`config.mk`:
```
export PLATFORM = sky130hd
export DESIGN_NAME = uart_tx_param
export DESIGN_NICKNAME = d
export VERILOG_FILES = /design/src/rtl/uart_tx_param.sv
export SDC_FILE = /design/constraint.sdc
export NUM_CORES = 1
export LEC_CHECK = 0
export CAP_MARGIN = 10
export CORE_MARGIN = 5
export CORE_UTILIZATION = 57
export DETAILED_ROUTE_END_ITERATION = 6
export PLACE_DENSITY = 0.78
export SLEW_MARGIN = 30
export SYNTH_ARGS = -nofsm -noshare
export SYNTH_HDL_FRONTEND = slang
export SYNTH_SLANG_ARGS = --single-unit
```
`constraint.sdc`:
```
create_clock -name clk -period 2.6 [get_ports clk]
set_input_delay 0.52 -clock clk [delete_from_list [all_inputs] [get_ports clk]]
set_output_delay 0.52 -clock clk [all_outputs]
set_load 0.1 [all_outputs]
```
`src/rtl/uart_tx_param.sv`:
```
// UART transmitter with a small transmit FIFO; configurable framing.
// Ports: clk, rst_n (async, active-high), s_data/s_valid/s_ready in, o_tx/busy/tx_done/fifo_count/debug_frame out.
module uart_tx_param #(
  parameter int CLK_FREQ_HZ = 27_000_000,
  parameter int BAUD_RATE   = 115_200,
  parameter int DATA_BITS   = 8,
  parameter int PARITY      = 0,
  parameter int STOP_BITS   = 1,
  parameter int FIFO_DEPTH  = 4
) (
  input  logic                          clk,
  input  logic                          rst_n,
  input  logic [DATA_BITS-1:0]          s_data,
  input  logic                          s_valid,
  output logic                          s_ready,
  output logic                          o_tx,
  output logic                          busy,
  output logic                          tx_done,
  output logic [$clog2(FIFO_DEPTH):0]   fifo_count,
  output logic [DATA_BITS-1:0]          debug_frame
);

  localparam int CPB      = CLK_FREQ_HZ / BAUD_RATE;
  localparam int STOP_LEN = STOP_BITS * CPB;
  localparam int BW       = $clog2(STOP_LEN + 1);
  localparam int AW       = $clog2(FIFO_DEPTH);
  localparam int CW       = AW + 1;
  localparam int NW       = $clog2(DATA_BITS);

  localparam logic [2:0] ST_IDLE  = 3'd0;
  localparam logic [2:0] ST_START = 3'd1;
  localparam logic [2:0] ST_DATA  = 3'd2;
  localparam logic [2:0] ST_PAR   = 3'd3;
  localparam logic [2:0] ST_STOP  = 3'd4;

  logic [DATA_BITS-1:0] mem [FIFO_DEPTH];
  logic [AW-1:0]        wr_ptr;
  logic [AW-1:0]        rd_ptr;
  logic [CW-1:0]        count;

  logic [2:0]           state;
  logic [BW-1:0]        baud_cnt;
  logic [NW-1:0]        bit_cnt;
  logic [DATA_BITS-1:0] shreg;

  logic push;
  logic pop;
  logic have;
  logic bit_end;
  logic stop_end;
  logic par_bit;

  assign s_ready    = count < CW'(FIFO_DEPTH);
  assign fifo_count = count;
  assign push       = s_valid && s_ready;
  assign have       = count != '0;
  assign bit_end    = baud_cnt == BW'(CPB - 1);
  assign stop_end   = baud_cnt == BW'(STOP_LEN - 1);

  // A pop happens when idle, or back-to-back at the end of a frame.
  assign pop = have &&
    ((state == ST_IDLE) ||
     (state == ST_STOP && stop_end));

  assign busy    = state != ST_IDLE;
  assign tx_done = (state == ST_STOP) && stop_end;

  // Odd parity is the inverse of the even parity bit.
  assign par_bit = (^debug_frame) ^ (PARITY == 2);

  always_ff @(posedge clk) begin
    if (!rst_n && push)
      mem[wr_ptr] <= s_data;
  end

  always_ff @(posedge clk or posedge rst_n) begin
    if (rst_n) begin
      wr_ptr <= '0;
      rd_ptr <= '0;
      count  <= '0;
    end else begin
      if (push) wr_ptr <= wr_ptr + 1'b1;
      if (pop)  rd_ptr <= rd_ptr + 1'b1;
      unique case ({push, pop})
        2'b10:   count <= count + 1'b1;
        2'b01:   count <= count - 1'b1;
        default: count <= count;
      endcase
    end
  end

  always_ff @(posedge clk or posedge rst_n) begin
    if (rst_n) begin
      state       <= ST_IDLE;
      o_tx        <= 1'b1;
      baud_cnt    <= '0;
      bit_cnt     <= '0;
      shreg       <= '0;
      debug_frame <= '0;
    end else begin
      unique case (1'b1)
        (state == ST_IDLE): begin
          if (have) begin
            shreg       <= mem[rd_ptr];
            debug_frame <= mem[rd_ptr];
            o_tx        <= 1'b0;
            baud_cnt    <= '0;
            state       <= ST_START;
          end
        end
        (state == ST_START): begin
          if (bit_end) begin
            baud_cnt <= '0;
            bit_cnt  <= '0;
            o_tx     <= shreg[0];
            shreg    <= shreg >> 1;
            state    <= ST_DATA;
          end else begin
            baud_cnt <= baud_cnt + 1'b1;
          end
        end
        (state == ST_DATA): begin
          if (bit_end) begin
            baud_cnt <= '0;
            if (bit_cnt == NW'(DATA_BITS - 1)) begin
              if (PARITY != 0) begin
                o_tx  <= par_bit;
                state <= ST_PAR;
              end else begin
                o_tx  <= 1'b1;
                state <= ST_STOP;
              end
            end else begin
              bit_cnt <= bit_cnt + 1'b1;
              o_tx    <= shreg[0];
              shreg   <= shreg >> 1;
            end
          end else begin
            baud_cnt <= baud_cnt + 1'b1;
          end
        end
        (state == ST_PAR): begin
          if (bit_end) begin
            baud_cnt <= '0;
            o_tx     <= 1'b1;
            state    <= ST_STOP;
          end else begin
            baud_cnt <= baud_cnt + 1'b1;
          end
        end
        (state == ST_STOP): begin
          if (stop_end) begin
            baud_cnt <= '0;
            if (have) begin
              shreg       <= mem[rd_ptr];
              debug_frame <= mem[rd_ptr];
              o_tx        <= 1'b0;
              state       <= ST_START;
            end else begin
              state <= ST_IDLE;
            end
          end else begin
            baud_cnt <= baud_cnt + 1'b1;
          end
        end
        default: begin
          state <= ST_IDLE;
          o_tx  <= 1'b1;
        end
      endcase
    end
  end

endmodule

```
==> results.ini, run 1 <==
[outcome]
status=completed

[setup_path]
crit_path_end=tx_done
required_ns=2.08
cp-start-kind=register
r2r_cells=10
cp.arrival_ns=1.93
reg2reg_slack_ns=0.25
crit_start=baud_cnt[1]
crit_fanout=6
timing.rr.end=fifo_count[2]
crit_path_end_kind=output pin
critPathSlowestCell=dfrtp_1
rr_startpoint=state[1]
cp_cell_sequence=inv_1 > ha_1 > and4b_1 > nand2_1 > nor3_4 > buf_12
max_stage_delay_ns=0.44
critical_path_class=reg -> out

[flow_run]
max_cap_viol_count=0

[floorplanning]
core_region_area_sq_mm=0.00551
initial_core_util_pct=58.5
die-area_sq_mm=0.00726
core.rowCount=27
fp.dieW_microns=85.2
die_h_microns=85.2
boundaryPins=26

[logic_synthesis]
synth_seq_cells=70
ys_warn_count=0
yosys-top-cells-area=edfxtp_1 30%, dfrtp_1 29%, mux2_2 8.0%, mux4_2 5.6%, ha_1 3.5%
synth_edf_count=32
seq_area_frac_synth_pct=59.4
syn-cell-area_sq_mm=0.00322
synthesis.instances=231
syn_nets=252
ys_types=45
synth_top_area_cell=edfxtp_1
synth_top_area_share_pct=29.8
synth_top_flop_cell=dfrtp_1
synth_async_sr_flop_share_pct=54.3
avgSynthCellArea_sq_um=13.9

[routing]
avgViaCountPerCell=5.70
first_pass_iters=4
drc_errors=0
route.vias.total=1962
finalWirelength_microns=5830
wl_per_cell_microns=16.9
antenna_left=0
dr.first_iter.drc_count=99

[global_route]
grt_pass1_vias=2070
grt.overflow.total=0
grt_pass1_wl_microns=10300
antenna_found_initial=0
grtUsageTotal_pct=18.4
grt_start_max_net_pins=39

[worst_hold_path]
hold_class=reg -> reg

[sta]
relSlewSlack_pct=60.9
slew_viol_final=0
finalSetupTns_ns=0
rsz0062_at_grt=false
final-hold-violation-count=0
tightest_slew_ns=0.586
max_freq_mhz=408
finalSetupViolCount=0
fin_worst_skew_ns=0.0114
finalCritPeriodShare_pct=94.3
fin_crit_ns=2.45

[power]
p_total_mw=2.20
vdd_drop_max_mv=0.425
powerDensity_mw_per_mm2=579
p_leak_nw=1.49

[clocking]
cts_root_buffer=clkbuf_8
numCtsBuffers=9
cts_tree=yes
clk_latency_ns=0.36
cts-resized-gates=0
cts_hold_buf=0
path_clk_slew_ns=0.08
clock_tree.buffer_depth=2
post_cts_buffers=0
cts.sinks=70
cts-htree-levels=3

[place]
gp_congestion=0.863
portBuffers=25
hpwl_microns=4120

[finish]
layout.nets=288
syn2layout_area_growth_pct=17.7
layout_commonest_cell=dfrtp_1
final_cell_mix=34 x dfrtp_1, 32 x edfxtp_1, 23 x mux2_2
fillCellCount=398
num_antenna_cells=0
multi_input_area_sq_mm=0.00123
layout-drive-gt1-share_pct=30.1
seq_area_sq_mm=0.00192

[routing by layer]
layer  track usage, %  vias up  part of all wire, %
met5                0        -                    0
li1                 -      929                    -
met1             25.7      979                   48
met4             6.19        0                  2.0
met3             6.21       14                  4.4
met2             27.0       40                   46
[through the flow]
step	utilization, %	cells	area (sq um)	hold WS [ns]	setup WS (ns)
after floorplan	-	231	3240	0.473	0.0779
after global placement	64.8	328	3570	0.483	0.399
after detailed placement	64.8	328	3570	0.481	0.198
after CTS	68.9	344	3790	0.498	0.133
after global routing	68.9	344	3790	0.517	0.0430
final	68.9	344	3790	0.496	0.148
[worst min path at each step]
| stage | from | end | slack [ns] | depth (start not counted) |
|---|---|---|---|---|
| detailed placement | fifo_count[0] | fifo_count[0] | 0.48 | 1 |
| finish | fifo_count[0] | fifo_count[0] | 0.50 | 1 |
| global route | fifo_count[0] | fifo_count[0] | 0.52 | 1 |
| CTS | fifo_count[0] | fifo_count[0] | 0.50 | 1 |
| floorplan | bit_cnt[1] | bit_cnt[1] | 0.47 | 2 |
| global placement | fifo_count[0] | fifo_count[0] | 0.48 | 1 |
[flip-flops by register name, summed over array words and instances (netlist names)]
register,cells
wr_ptr,2
bit_cnt,3
rd_ptr,2
baud_cnt,8
shreg,8
state,3
mem,32
o_tx,1
debug_frame,8
fifo_count,3
[Yosys cell counts (2+ instances only)]
cell and instances:
dfrtp_1 37, edfxtp_1 32, mux2_2 23, inv_1 12
nand2_1 12, nor2_1 10, o21ai_0 10, ha_1 9
mux4_2 8, nand3_1 8, nor3_1 7, xnor2_1 7
a21oi_1 6, and2_1 6, buf_2 3, mux2i_1 3
nand3b_1 3, a2111oi_0 2, a22o_1 2, buf_6 2
clkbuf_1 2, nand2b_1 2, o31ai_1 2, xor2_1 2
[layout make-up]
class	count	area share [%]
flip-flops and latches	70	50.6
multi-input cells	142	32.4
repair buffers	32	7.32
clock buffers	9	3.27
clock inverters	7	2.74
well taps	72	2.37
inverters	12	1.29
[where the power goes]
group	total (mW)	internal (mW)	switching, mW	leakage (nW)
combinational	0.0325	0.0144	0.0181	0.627
clock	1.01	0.551	0.457	0.114
sequential	1.16	1.16	0	0.745
[cell families after synthesis]
family	share of synthesized area (%)
xor gates and xnor gates	2.45
and+or+nand+nor	9.52
DFF	59.4
muxes	14.6
AOI/OAI and AO/OA	7.18
adders and majority gates	4.12
buffers and inverters	2.80
[worst max-delay path: cells and delay by family (launching register included)]
| kind | cells | cell delay [ns] |
|---|---|---|
| simple gates | 3 | 0.68 |
| flops | 1 | 0.44 |
| buf+inv | 2 | 0.30 |
| fa+ha+maj | 1 | 0.16 |
Note: power is estimated with default switching activity, not from simulation.
==> run 2: changes to the inputs <==
--- a/config.mk
+++ b/config.mk
@@ -5,7 +5,6 @@
 export SDC_FILE = /design/constraint.sdc
 export NUM_CORES = 1
 export LEC_CHECK = 0
-export CAP_MARGIN = 10
 export CORE_MARGIN = 5
 export CORE_UTILIZATION = 57
 export DETAILED_ROUTE_END_ITERATION = 6
==> results of run 2 <==
Final layout, timing and power as in run 1 (identical DEF).
==> run 3: changes to the inputs <==
--- a/config.mk
+++ b/config.mk
@@ -8,6 +8,7 @@
 export CORE_MARGIN = 5
 export CORE_UTILIZATION = 57
 export DETAILED_ROUTE_END_ITERATION = 6
+export GPL_TIMING_DRIVEN = 0
 export PLACE_DENSITY = 0.78
 export SLEW_MARGIN = 30
 export SYNTH_ARGS = -nofsm -noshare
==> run 3 against run 2 <==
Core utilization is 0.70 points higher; critical endpoint is now o_tx; highest routed layer unchanged; flip-flop and latch count stayed put; non-clock buffer count is 3 higher; register-to-register slack worse by 0.16 ns; power is 7.2% lower; global-route usage is 1.2 points lower; combinational power is 6.2% higher.
==> results.ini, run 3 (synthesis gave the netlist of run 1 again) <==
[outcome]
status=completed

[sta]
rsz0062_at_grt=true
tightest_slew_ns=0.970
final-hold-violation-count=0
fin_crit_ns=2.55
slew_viol_final=0
relSlewSlack_pct=35.1
finalCritPeriodShare_pct=98.0
max_freq_mhz=392
fin_worst_skew_ns=0.00649
finalSetupViolCount=0
layout_setup_ws_ns=0.0521

[setup_path]
r2r_cells=12
crit_fanout=3
reg2reg_slack_ns=0.09
rr_startpoint=baud_cnt[1]
path_delay_family=buffers and inverters
critPathSlowestCell=clkdlybuf4s50_1
cp_cell_sequence=clkdlybuf4s50_1
critical_path_class=reg -> out
cp.arrival_ns=2.03
worstSetupPathDepth=1
cp-start-kind=register
required_ns=2.08
crit_path_end_kind=output pin
max_stage_delay_ns=1.13
crit_buf_inv=1
timing.rr.end=fifo_count[2]

[routing]
avgViaCountPerCell=5.67
route.vias.total=1969
finalWirelength_microns=5550
wl_per_cell_microns=16.0
antenna_left=0
drc_errors=0
dr.first_iter.drc_count=88
first_pass_iters=4

[place]
gp_congestion=0.908
portBuffers=25
dpl-instance-area_sq_mm=0.00360
pre_cts_ws_ns=-0.401
hpwl_microns=4000

[clocking]
cts.sinks=70
cts-htree-levels=3
path_clk_slew_ns=0.09
cts_tree=yes
cts_root_buffer=clkbuf_8
clock_tree.buffer_depth=2
cts_hold_buf=0
numCtsBuffers=9
clk_latency_ns=0.34

[global_route]
grt_pass1_wl_microns=9670
grtUsageTotal_pct=17.2
antenna_found_initial=0
grt_pass1_vias=2037
grt_start_max_net_pins=26
grt.overflow.total=0

[power]
seqPwrFrac_pct=56.7
switchingPower_mw=0.488
swShare_pct=23.9
pwr-share-comb_pct=1.7
p_total_mw=2.04
vdd_drop_max_mv=0.456
clkPwrFrac_pct=41.6
p_leak_nw=1.48
internal_power_mw=1.55
powerDensity_mw_per_mm2=532

[floorplanning]
fp.dieW_microns=85.2
die-area_sq_mm=0.00726
boundaryPins=26
core.rowCount=27
initial_core_util_pct=58.5
core_region_area_sq_mm=0.00551
die_h_microns=85.2

[finish]
largest_reg_flops=32
num_antenna_cells=0
layout-drive-gt1-share_pct=26.9
final_cell_mix=34 x dfrtp_1, 32 x edfxtp_1, 23 x mux2_2
layout.nets=291
fin_area_sq_mm=0.00383
layout_commonest_cell=dfrtp_1
regMostFlops=mem
syn2layout_area_growth_pct=19.0
fillCellCount=397

[flow_run]
max_cap_viol_count=0

[worst_hold_path]
hold_class=in -> async

## run 3: changes by cell type in the layout (fill, tap and decap cells not counted), moves of 2 or more
cell	previous run	this run
buf_2	0	3
buf_4	21	2
buf_6	0	3
bufinv_16	2	0
clkbuf_1	0	2
clkdlybuf4s50_1	10	22
clkinv_4	3	0
dlygate4sd2_1	0	2
inv_8	0	4
nor3_1	6	4
nor3_2	0	2
## run 3: routing by layer
metal  up-vias  wire, microns  GRT usage [%]
met4         0             27           5.18
met1       975           2550           22.6
met2        53           2730           27.3
li1        937              -              -
met5         -              0              0
met3         4            250           5.53
## run 3: how the worst max path moves through the flow
stage | startpoint | to | slack, ns
3_3_place_gp | baud_cnt[1] | tx_done | -0.39
3_5_place_dp | baud_cnt[1] | tx_done | -0.40
2_1_floorplan | fifo_count[2] | fifo_count[2] | 0.08
6_report | o_tx | o_tx | 0.05
5_1_grt | baud_cnt[1] | fifo_count[2] | -0.08
4_1_cts | baud_cnt[1] | fifo_count[2] | 0.01
## run 3: repair_timing
| item | CTS | global route |
|---|---|---|
| resized for setup | 11 | 4 |
| buffers inserted | 0 | 2 |
| pin swaps | 0 | 1 |
| setup endpoints to repair | 5 | 3 |
## run 3: power by group through the flow
stage,clock (mW),sequential [mW],combinational [mW]
3_3_place_gp,0,1.18,0.0314
6_report,0.849,1.16,0.0345
2_1_floorplan,0,1.18,0.00868
4_1_cts,0.870,1.16,0.0358
3_5_place_dp,0,1.18,0.0358
5_1_grt,0.922,1.16,0.0389
## run 3: area by class of cell
cell class / instances / area [sq um] / area share, %
Timing Repair Buffer: 28 / 284 / 7.41
Clock buffer: 9 / 124 / 3.23
Tap cell: 72 / 90.1 / 2.35
Buffer: 7 / 45.0 / 1.18
Sequential cell: 70 / 1920 / 50.1
Inverter: 12 / 48.8 / 1.27
Multi-Input combinational cell: 142 / 1250 / 32.6
Clock inverter: 7 / 70.1 / 1.83
## run 3: metrics by stage
stage          instances  TNS (ns)  hold slack, ns  util (%)
3_3_place_gp         328    -0.576           0.484      65.1
5_1_grt              347   -0.0817           0.480      69.6
2_1_floorplan        231         0           0.473         -
3_5_place_dp         329    -0.663           0.485      65.4
6_report             347         0           0.466      69.6
4_1_cts              345         0           0.454      69.0
